### src/rtl/guess_pkg.sv
// guess_pkg: shared types and default sizes for the guess-number sequencer.
//   phase_t : FSM state encoding, also exported on the phase port
//   sym_t   : 2-bit key symbol, SYM_I1..SYM_I4 = 0..3
//   *_DEF   : default MAX_LEN, MIN_LEN and MAX_TURNS
package guess_pkg;
    typedef enum logic [2:0] {
        ENTER_A = 3'd0,
        ENTER_B = 3'd1,
        COMPARE = 3'd2,
        RESULT  = 3'd3,
        WIN     = 3'd4,
        LOSE    = 3'd5
    } phase_t;
    typedef logic [1:0] sym_t;
    localparam sym_t SYM_I1 = 2'd0;
    localparam sym_t SYM_I2 = 2'd1;
    localparam sym_t SYM_I3 = 2'd2;
    localparam sym_t SYM_I4 = 2'd3;
    localparam int MAX_LEN_DEF   = 7;
    localparam int MIN_LEN_DEF   = 4;
    localparam int MAX_TURNS_DEF = 3;
endpackage

### src/rtl/guess_key_frontend.sv
// guess_key_frontend: synchronizes raw keys, detects rising edges, priority-encodes symbols.
//   clk, reset      : clock, synchronous active-low reset
//   I1..I4, enter   : raw asynchronous keys
//   key_valid       : one-cycle pulse when any symbol key rose
//   key_sym         : symbol of the lowest-index key that rose
//   enter_pulse     : one-cycle enter pulse, suppressed when a symbol key rose together
module guess_key_frontend
    import guess_pkg::*;
(
    input  logic clk,
    input  logic reset,
    input  logic I1,
    input  logic I2,
    input  logic I3,
    input  logic I4,
    input  logic enter,
    output logic key_valid,
    output sym_t key_sym,
    output logic enter_pulse
);
    logic [4:0] raw, s1, s2, s3, rise;

    assign raw = {enter, I4, I3, I2, I1};

    // s1/s2 form the synchronizer, s3 holds the previous synchronized level
    always_ff @(posedge clk) begin
        if (!reset) begin
            s1 <= '0;
            s2 <= '0;
            s3 <= '0;
        end else begin
            s1 <= raw;
            s2 <= s1;
            s3 <= s2;
        end
    end

    assign rise        = s2 & ~s3;
    assign key_valid   = |rise[3:0];
    assign key_sym     = rise[0] ? SYM_I1 : rise[1] ? SYM_I2 : rise[2] ? SYM_I3 : SYM_I4;
    assign enter_pulse = rise[4] & ~key_valid;
endmodule

### src/rtl/guess_game_seq.sv
// guess_game_seq: secret/guess entry, serial compare and win/lose sequencing.
//   clk, reset            : clock, synchronous active-low reset
//   I1..I4, enter         : raw asynchronous keys
//   phase                 : current FSM state (guess_pkg::phase_t encoding)
//   secret_o, guess_o     : symbol buffers, slot i at bits [2i+1:2i]
//   numa, numb            : secret and guess lengths
//   turn                  : failed-guess count
//   win, lose             : sticky game outcome
//   equal, bigger, smaller: length relation from the last compare
module guess_game_seq
    import guess_pkg::*;
#(
    parameter int MAX_LEN   = MAX_LEN_DEF,
    parameter int MIN_LEN   = MIN_LEN_DEF,
    parameter int MAX_TURNS = MAX_TURNS_DEF
) (
    input  logic                 clk,
    input  logic                 reset,
    input  logic                 I1,
    input  logic                 I2,
    input  logic                 I3,
    input  logic                 I4,
    input  logic                 enter,
    output logic [2:0]           phase,
    output logic [2*MAX_LEN-1:0] secret_o,
    output logic [2*MAX_LEN-1:0] guess_o,
    output logic [3:0]           numa,
    output logic [3:0]           numb,
    output logic [1:0]           turn,
    output logic                 win,
    output logic                 lose,
    output logic                 equal,
    output logic                 bigger,
    output logic                 smaller
);
    localparam int IW = $clog2(MAX_LEN);
    localparam logic [3:0]    LMAX  = 4'(MAX_LEN);
    localparam logic [3:0]    LMIN  = 4'(MIN_LEN);
    localparam logic [1:0]    TMAX  = 2'(MAX_TURNS);
    localparam logic [IW-1:0] ILAST = IW'(MAX_LEN - 1);

    phase_t                  st;
    logic [MAX_LEN-1:0][1:0] secret, guess;
    logic [IW-1:0]           idx;
    logic                    mism;
    logic                    key_valid, enter_pulse;
    sym_t                    key_sym;

    guess_key_frontend u_fe (
        .clk        (clk),
        .reset      (reset),
        .I1         (I1),
        .I2         (I2),
        .I3         (I3),
        .I4         (I4),
        .enter      (enter),
        .key_valid  (key_valid),
        .key_sym    (key_sym),
        .enter_pulse(enter_pulse)
    );

    assign phase    = st;
    assign secret_o = secret;
    assign guess_o  = guess;

    always_ff @(posedge clk) begin
        if (!reset) begin
            st      <= ENTER_A;
            secret  <= '0;
            guess   <= '0;
            numa    <= '0;
            numb    <= '0;
            turn    <= '0;
            win     <= 1'b0;
            lose    <= 1'b0;
            equal   <= 1'b0;
            bigger  <= 1'b0;
            smaller <= 1'b0;
            idx     <= '0;
            mism    <= 1'b0;
        end else begin
            case (st)
                ENTER_A: begin
                    // a full secret hands over to player B without waiting for enter
                    if (key_valid) begin
                        secret[numa[IW-1:0]] <= key_sym;
                        numa <= numa + 4'd1;
                        if (numa + 4'd1 == LMAX) st <= ENTER_B;
                    end else if (enter_pulse && numa >= LMIN) begin
                        st <= ENTER_B;
                    end
                end
                ENTER_B: begin
                    if (key_valid) begin
                        if (numb < LMAX) begin
                            guess[numb[IW-1:0]] <= key_sym;
                            numb <= numb + 4'd1;
                        end
                    end else if (enter_pulse && numb >= LMIN) begin
                        st   <= COMPARE;
                        idx  <= '0;
                        mism <= 1'b0;
                    end
                end
                COMPARE: begin
                    // unused slots are zero in both buffers, so scanning every slot is safe
                    if (secret[idx] != guess[idx]) mism <= 1'b1;
                    idx <= idx + 1'b1;
                    if (idx == ILAST) st <= RESULT;
                end
                RESULT: begin
                    equal   <= numa == numb;
                    bigger  <= numa > numb;
                    smaller <= numa < numb;
                    if (numa == numb && !mism) begin
                        win <= 1'b1;
                        st  <= WIN;
                    end else begin
                        turn <= turn + 2'd1;
                        if (turn + 2'd1 == TMAX) begin
                            lose <= 1'b1;
                            st   <= LOSE;
                        end else begin
                            guess <= '0;
                            numb  <= '0;
                            st    <= ENTER_B;
                        end
                    end
                end
                default: ;
            endcase
        end
    end
endmodule

### config.mk
export PLATFORM = sky130hd
export DESIGN_NAME = guess_game_seq
export DESIGN_NICKNAME = d
export VERILOG_FILES = /design/src/rtl/guess_pkg.sv /design/src/rtl/guess_key_frontend.sv /design/src/rtl/guess_game_seq.sv
export SDC_FILE = /design/constraint.sdc
export NUM_CORES = 1
export LEC_CHECK = 0
export ABC_AREA = 1
export ABC_CLOCK_PERIOD_IN_PS = 1800
export CORE_ASPECT_RATIO = 0.6
export CORE_MARGIN = 2
export CORE_UTILIZATION = 48
export DETAILED_ROUTE_END_ITERATION = 8
export MAX_ROUTING_LAYER = met4
export PLACE_DENSITY = 0.76
export SLEW_MARGIN = 25
export SYNTH_ARGS = -nofsm -noshare
export SYNTH_HDL_FRONTEND = slang
export SYNTH_SLANG_ARGS = --single-unit
export TNS_END_PERCENT = 100
### constraint.sdc
create_clock -name clk -period 1.8 [get_ports clk]
set_clock_uncertainty 0.1 [all_clocks]
set_input_delay 0.18 -clock clk [delete_from_list [all_inputs] [get_ports clk]]
set_output_delay 0.18 -clock clk [all_outputs]
set_load 0.05 [all_outputs]
Yosys cells after proc, flatten, opt, wreduce, memory -nomap -nowiden
Index checks and enable logic that the tools add are counted.
{"block": "op_classes", "addsub": 4, "n_lt_le_gt_ge": 10, "n_eq_ne": 18, "n_mux": 39, "n_bitwise": 5, "n_reduce_logical": 19}
{"op": "2-to-1 mux 14 bit", "n": 4}
{"op": "2-to-1 mux 3 bit", "n": 10}
{"op": "bitwise mux 14 bit", "n": 2}
{"op": "case mux 14 bit (2 select lines)", "n": 1}
{"op": "2-to-1 mux 4 bit", "n": 4}
{"op": "inequality test 2 bit, second input constant", "n": 7}
{"op": "binary-select mux 2 bit (select 3 bit)", "n": 2}
{"op": "demux 2 bit (select 3 bit)", "n": 2}
{"op": "less-than comparator 3 x 4 -> 1 bit, second input constant", "n": 3}
{"op": "2-to-1 mux 2 bit", "n": 6}
{"op": "case mux 3 bit (4 select lines)", "n": 1}
{"op": "adder 4 x 1 -> 4 bit, second input constant", "n": 2}
{"op": "greater-or-equal comparator 4 x 3 -> 1 bit, second input constant", "n": 2}
{"op": "case mux 4 bit (2 select lines)", "n": 1}
{"op": "== test 3 x 2 -> 1 bit, second input constant", "n": 2}
{"op": "greater-or-equal comparator 3 x 1 -> 1 bit, second input constant", "n": 2}
{"op": "case mux 3 bit (2 select lines)", "n": 1}
{"op": "AND reduction 2 bit", "n": 3}
{"op": "AND reduction 3 bit", "n": 2}
{"op": "AND reduction 6 bit", "n": 1}
{"op": "bitwise AND 5 bit", "n": 1}
{"op": "logical AND 1 bit", "n": 5}
{"op": "NOT 5 bit", "n": 1}
{"op": "AND reduction 5 bit", "n": 1}
{"op": "other kinds (24)", "n": 29}
{"block": "totals", "register_bits": 65, "input_bits": 7, "output_inout_bits": 46}

Logic depth before layout (Yosys ltp)
{"block": "depth", "ltp_word": 9, "ltp_mapped": 12, "depth_no_buf": 11}

Hierarchy
Synthesis repeated with hierarchy kept, for this count alone.
{"block": "unflattened", "cells_unflattened": 465, "hier_area_um2": 3136.8}
{"mod": "guess_game_seq", "instances": 1, "cells_per_inst": 403, "area_per_inst_um2": 2636.3, "seq_area_each_um2": 1001.0}
{"mod": "guess_key_frontend", "instances": 1, "cells_per_inst": 62, "area_per_inst_um2": 500.5, "seq_area_each_um2": 300.3}

Worst setup path after synthesis
Ideal clock, no wire load.
{"block": "synth_path", "path_type": "register to register", "start": "reg numa[0]", "end": "reg guess, in the netlist guess_o[9]", "setup_ns": 0.071, "arrival_time_ns": 2.253, "slack_ns": -0.624, "stages_incl_launch_ff": 12, "n_path_buf": 1, "period_less_slack_ns": 2.424, "path_cell_list": "dfxtp_1 inv_1 ha_1 nand2_1 nor3_2 nand2_2 nand3_2 nor2_4 buf_6 o21ai_2 nand2_1 a21oi_1"}
{"block": "synth_between", "elab_chain_cells": 4}
{"item": "start, declared", "line_no": "guess_game_seq.sv:27", "rtl": "output logic [3:0] numa,"}
{"item": "start signal, assigned", "line_no": "guess_game_seq.sv:87", "rtl": "numa <= numa + 4'd1;"}
{"item": "== test 4 bit", "line_no": "guess_game_seq.sv:115", "rtl": "if (numa == numb && !mism) begin"}
{"item": "logical AND 1 bit", "line_no": "guess_game_seq.sv:115"}
{"item": "inequality test 2 bit (no line)"}
{"item": "AND reduction 5 bit (no line)"}
{"item": "end signal, assigned by index", "line_no": "guess_game_seq.sv:96", "rtl": "guess[numb[IW-1:0]] <= key_sym;"}
{"item": "end, declared", "line_no": "guess_game_seq.sv:43", "rtl": "logic [MAX_LEN-1:0][1:0] secret, guess;"}
No other way between the ends.
A chain may end at the register's enable or synchronous reset.

Final worst setup path
{"block": "layout_path", "start": "reg numb[1]", "end": "reg guess, in the netlist guess_o[5]"}
{"block": "layout_between", "elab_chain_cells": 8}
{"item": "start, declared", "line_no": "guess_game_seq.sv:28", "rtl": "output logic [3:0] numb,"}
{"item": "start signal, assigned", "line_no": "guess_game_seq.sv:97", "rtl": "numb <= numb + 4'd1;"}
{"item": "less-than comparator 3 x 4 -> 1 bit (not written as such) / greater-or-equal comparator 3 x 1 -> 1 bit (equally long branches)", "line_no": "guess_game_seq.sv:96"}
{"item": "logical AND 1 bit (not written as such)", "line_no": "guess_game_seq.sv:96"}
{"item": "2-to-1 mux 2 bit (not written as such)", "line_no": "guess_game_seq.sv:96"}
{"item": "demux 2 bit (select 3 bit)", "line_no": "guess_game_seq.sv:96"}
{"item": "bitwise mux 14 bit", "line_no": "guess_game_seq.sv:96"}
{"item": "2-to-1 mux 14 bit", "line_no": "guess_game_seq.sv:95", "rtl": "if (numb < LMAX) begin"}
{"item": "2-to-1 mux 14 bit", "line_no": "guess_game_seq.sv:94", "rtl": "if (key_valid) begin"}
{"item": "case mux 14 bit (2 select lines)", "line_no": "guess_game_seq.sv:82", "rtl": "case (st)"}
Parallel ways exist; a longest one is shown, timed or not. The select of a mux whose other input is x is not followed.

==> summary.md <==
| Metric | Value |
|---|---|
| Critical path class | reg2reg |
| Syn Nets | roughly 480 |
| Hold Buf Count CTS | 0 |
| RSZ-0062 raised after global routing | true |
| Final Hold Fails | 0 |
| CTS tree | done |
| Post-synth EDFFs | 0 |
| Final Cell Area | 4593 um^2 |
| Number of synthesized register bits | 65 |
| Flop2flop setup slack | -0.002 ns |
| Die Area | 7463 um^2 |
| Hold Path Class | in2reg |
| CP most frequent cell | nand2_2 |
| Min Hold Slack | 0.2705 ns |
| Final setup violation count | 1 |
| Fmax | 554.9 MHz |
| Hold_sp | I1 |
| Core area | 6619 um^2 |
| Reg2reg start | numb[1] |
| First-pass GRT wire length | ~14 mm |
| Fillers | 557 |
| Placed Area | just over 4000 um^2 |
| Failing checks | negative setup slack |
| Vias per inst | slightly above 5 |
| Diodes inserted | 0 |
| Crit-path cells | inv_4 > ha_4 > nand2_4 > nor3_4 > nand2_2 > nand3_4 > nor2_4 > buf_12 > o21ai_4 > nand2_2 > a21oi_2 |
| Final slew viol count | 0 |
| Most frequent cell after synthesis | nand2_1 |
| Post-synth ARST share | 0% |
| CTS Root Cell | clkbuf_16 |
| CTS buffer count | 9 |
| Post-synth top cells | 133 x nand2_1, 65 x dfxtp_1, 56 x inv_1 |
| Primary FF master, synth | dfxtp_1 |
| Port buffer count | between 50 and 60 |
| Status | finished with violations |
| Arrival time at the worst endpoint | between 1.5 and 2 ns |
| Initial drt markers | 265 |
| WL per Instance | 14.57 um |
| Fin crit share | 100.1% |
| Antenna violations before repair | 0 |
| Max-slew headroom | 62.33% |
| Pre-antenna DRT Iters | 5 |
| IO Count | 53 |
| H-tree Lvls | 3 |
| Reg2reg path depth | 11 |
| Die width | about 110 um |
| GP Congestion | 0.9389 |
| Setup crit end kind | flop |
| Die H | 67.72 um |
| PD cells | ~1400 nW/um^2 |
| Synth warn | 0 |
| Area share of the largest cell type after synthesis | 40.06% |
| Worst r2r dst | guess_o[5] |
| Number of max-cap violations | 0 |
| Seq/Total Area, Yosys | 40.06% |
| CP Max Fanout | 6 |
| Smallest setup slack after layout | -0.002096 ns |
| Vias in the first global route | between 2k and 3k |
| DRC | 0 |
| Post-Place Worst Slack | -0.03781 ns |
| Slowest CP cell | dfxtp_4 |
| Unique masters post-synth | 33 |
| Post-synthesis instance area | about 3200 um^2 |
| WL final | 9.370 mm |
| Post-detail-place hpwl | 6.674 mm |
| Setup crit start kind | flop |
| CP delay by family, top | simple AND/OR/NAND/NOR gates |
| Worst-margin pin slew | ~0.56 ns |
| DRT antenna net count | 0 |
| Nets@finish | 568 |
| Leakage | 2.057 nW |
| Area leader, netlist | dfxtp_1 |
| Buffers & Inverters on Critical Path | 2 |
| Vias | 3309 |
| Synth top area cells | dfxtp_1 40%, nand2_1 15%, a21oi_1 7.6% |
| Total track usage | 27.01% |
| Setup TNS | -0.002096 ns |
| Mapped Avg Cell Area | 7.046 um^2 |
| Placement Rows | 23 |
| Clock buffer depth | 2 |
| Clk Latency, worst-skew pair | roughly 0.34 ns |
| Endpoint, Worst Hold | u_fe.s1[0] |
| Grt total ovfl | 0 |
| CP max stage delay | 0.36 ns |
| Initial core utilization | between 40% and 50% |
| Min cycle time layout | 1.802 ns |
| PnR Total Power | 0.006403 W |
| WHS Path Cells | 3 |
| Total clock sinks | 65 |
| Share of cells above drive strength 1 | 29.50% |
| Worst Path Required | 1.97 ns |
| CTS clk-pin slew, worst paths | 0.05 ns |
| Largest net degree at the start of global routing | 36 |
| Layout area overhead | 41.41% |
| Mapped Cells | about 460 |
| VDD IR max | 0.7543 mV |
==> through the flow <==
stage	util, %	instances
floorplan	-	461
global placement	62.10	622
detailed placement	62.10	622
CTS	66.81	640
global route	69.40	643
finish	69.40	643
==> routing by layer <==
metal  wire [um]  GRT usage, %  part of all wire, %  vias up
met5           0             -                    0        -
met4          53         5.156                 0.57        0
met3         686         8.108                  7.3        8
met2        4058         37.96                   43      107
met1        4572         38.22                   49     1527
li1            -             -                    -     1667
==> how the worst max path moves through the flow <==
stage	startpoint	endpoint	slack [ns]	depth (start not counted)
after floorplan	numa[0]	guess_o[9]	-0.07	11
after detailed placement	numb[1]	guess_o[5]	-0.04	11
after CTS	numb[3]	guess_o[7]	-0.02	11
after global routing	numb[1]	guess_o[10]	-0.12	11
after global placement	numb[1]	guess_o[6]	0.05	11
final	numb[1]	guess_o[5]	-0.002	11
==> cell usage in the layout (no fill, tap or decap), drive strengths merged, types with 4 or more instances in the layout <==
master,Yosys,routed
a21oi,49,49
buf,7,79
clkbuf,6,16
clkdlybuf4s50,0,7
clkinv,2,4
dfxtp,65,65
dlygate4sd2,0,4
ha,10,10
inv,61,61
nand2,135,135
nand3,50,50
nor2,32,32
nor3,14,14
o21ai,21,21
==> repair_timing <==
item | in CTS | in global routing
setup endpoints to repair | 14 | 21
gates cloned | 0 | 2
gates resized for setup | 11 | 27
pin swaps | 2 | 13
hold endpoints to repair | 0 | 0
buffers inserted | 2 | 1
==> power by group <==
part / switching [W] / internal (W)
clock network: 0.000627 / 0.00108
registers: 0.000171 / 0.00161
logic: 0.00180 / 0.00112
total: 0.00260 / 0.00381
==> flip-flops by register name, summed over array words and instances, names as in the netlist <==
name,flops
idx,3
numb,4
turn,2
u_fe.s3,5
win,1
equal,1
u_fe.s2,5
smaller,1
mism,1
bigger,1
phase,3
secret_o,14
lose,1
u_fe.s1,5
numa,4
guess_o,14
==> worst reg2reg max path, stage by stage (launching register included) <==
cell	delay, ns
dfxtp_4	0.36
inv_4	0.04
ha_4	0.27
nand2_4	0.05
nor3_4	0.21
nand2_2	0.11
nand3_4	0.09
nor2_4	0.06
buf_12	0.16
o21ai_4	0.06
nand2_2	0.08
a21oi_2	0.14
==> layout make-up <==
type / count / area, um^2 / area share, %
multi-input cells: 320 / 1823 / 39.69
flip-flops and latches: 65 / 1330 / 28.96
repair buffers: 92 / 785.8 / 17.11
clock buffers: 14 / 284.0 / 6.184
inverters: 63 / 251.5 / 5.475
well taps: 87 / 108.9 / 2.370
clock inverters: 2 / 10.01 / 0.2179
==> kinds of logic (layout without fill, tap and decap cells) <==
logic type | count (synthesis) | count (layout) | share of synthesized area [%]
adders and majority gates | 10 | 10 | 3.852
buffers and inverters | 76 | 171 | 9.900
AOI/OAI and AO/OA | 74 | 74 | 12.37
xor gates and xnor gates | 2 | 2 | 0.5394
and+or+nand+nor | 234 | 234 | 33.28
DFF | 65 | 65 | 40.06
Note: power is estimated with default switching activity, not from simulation.
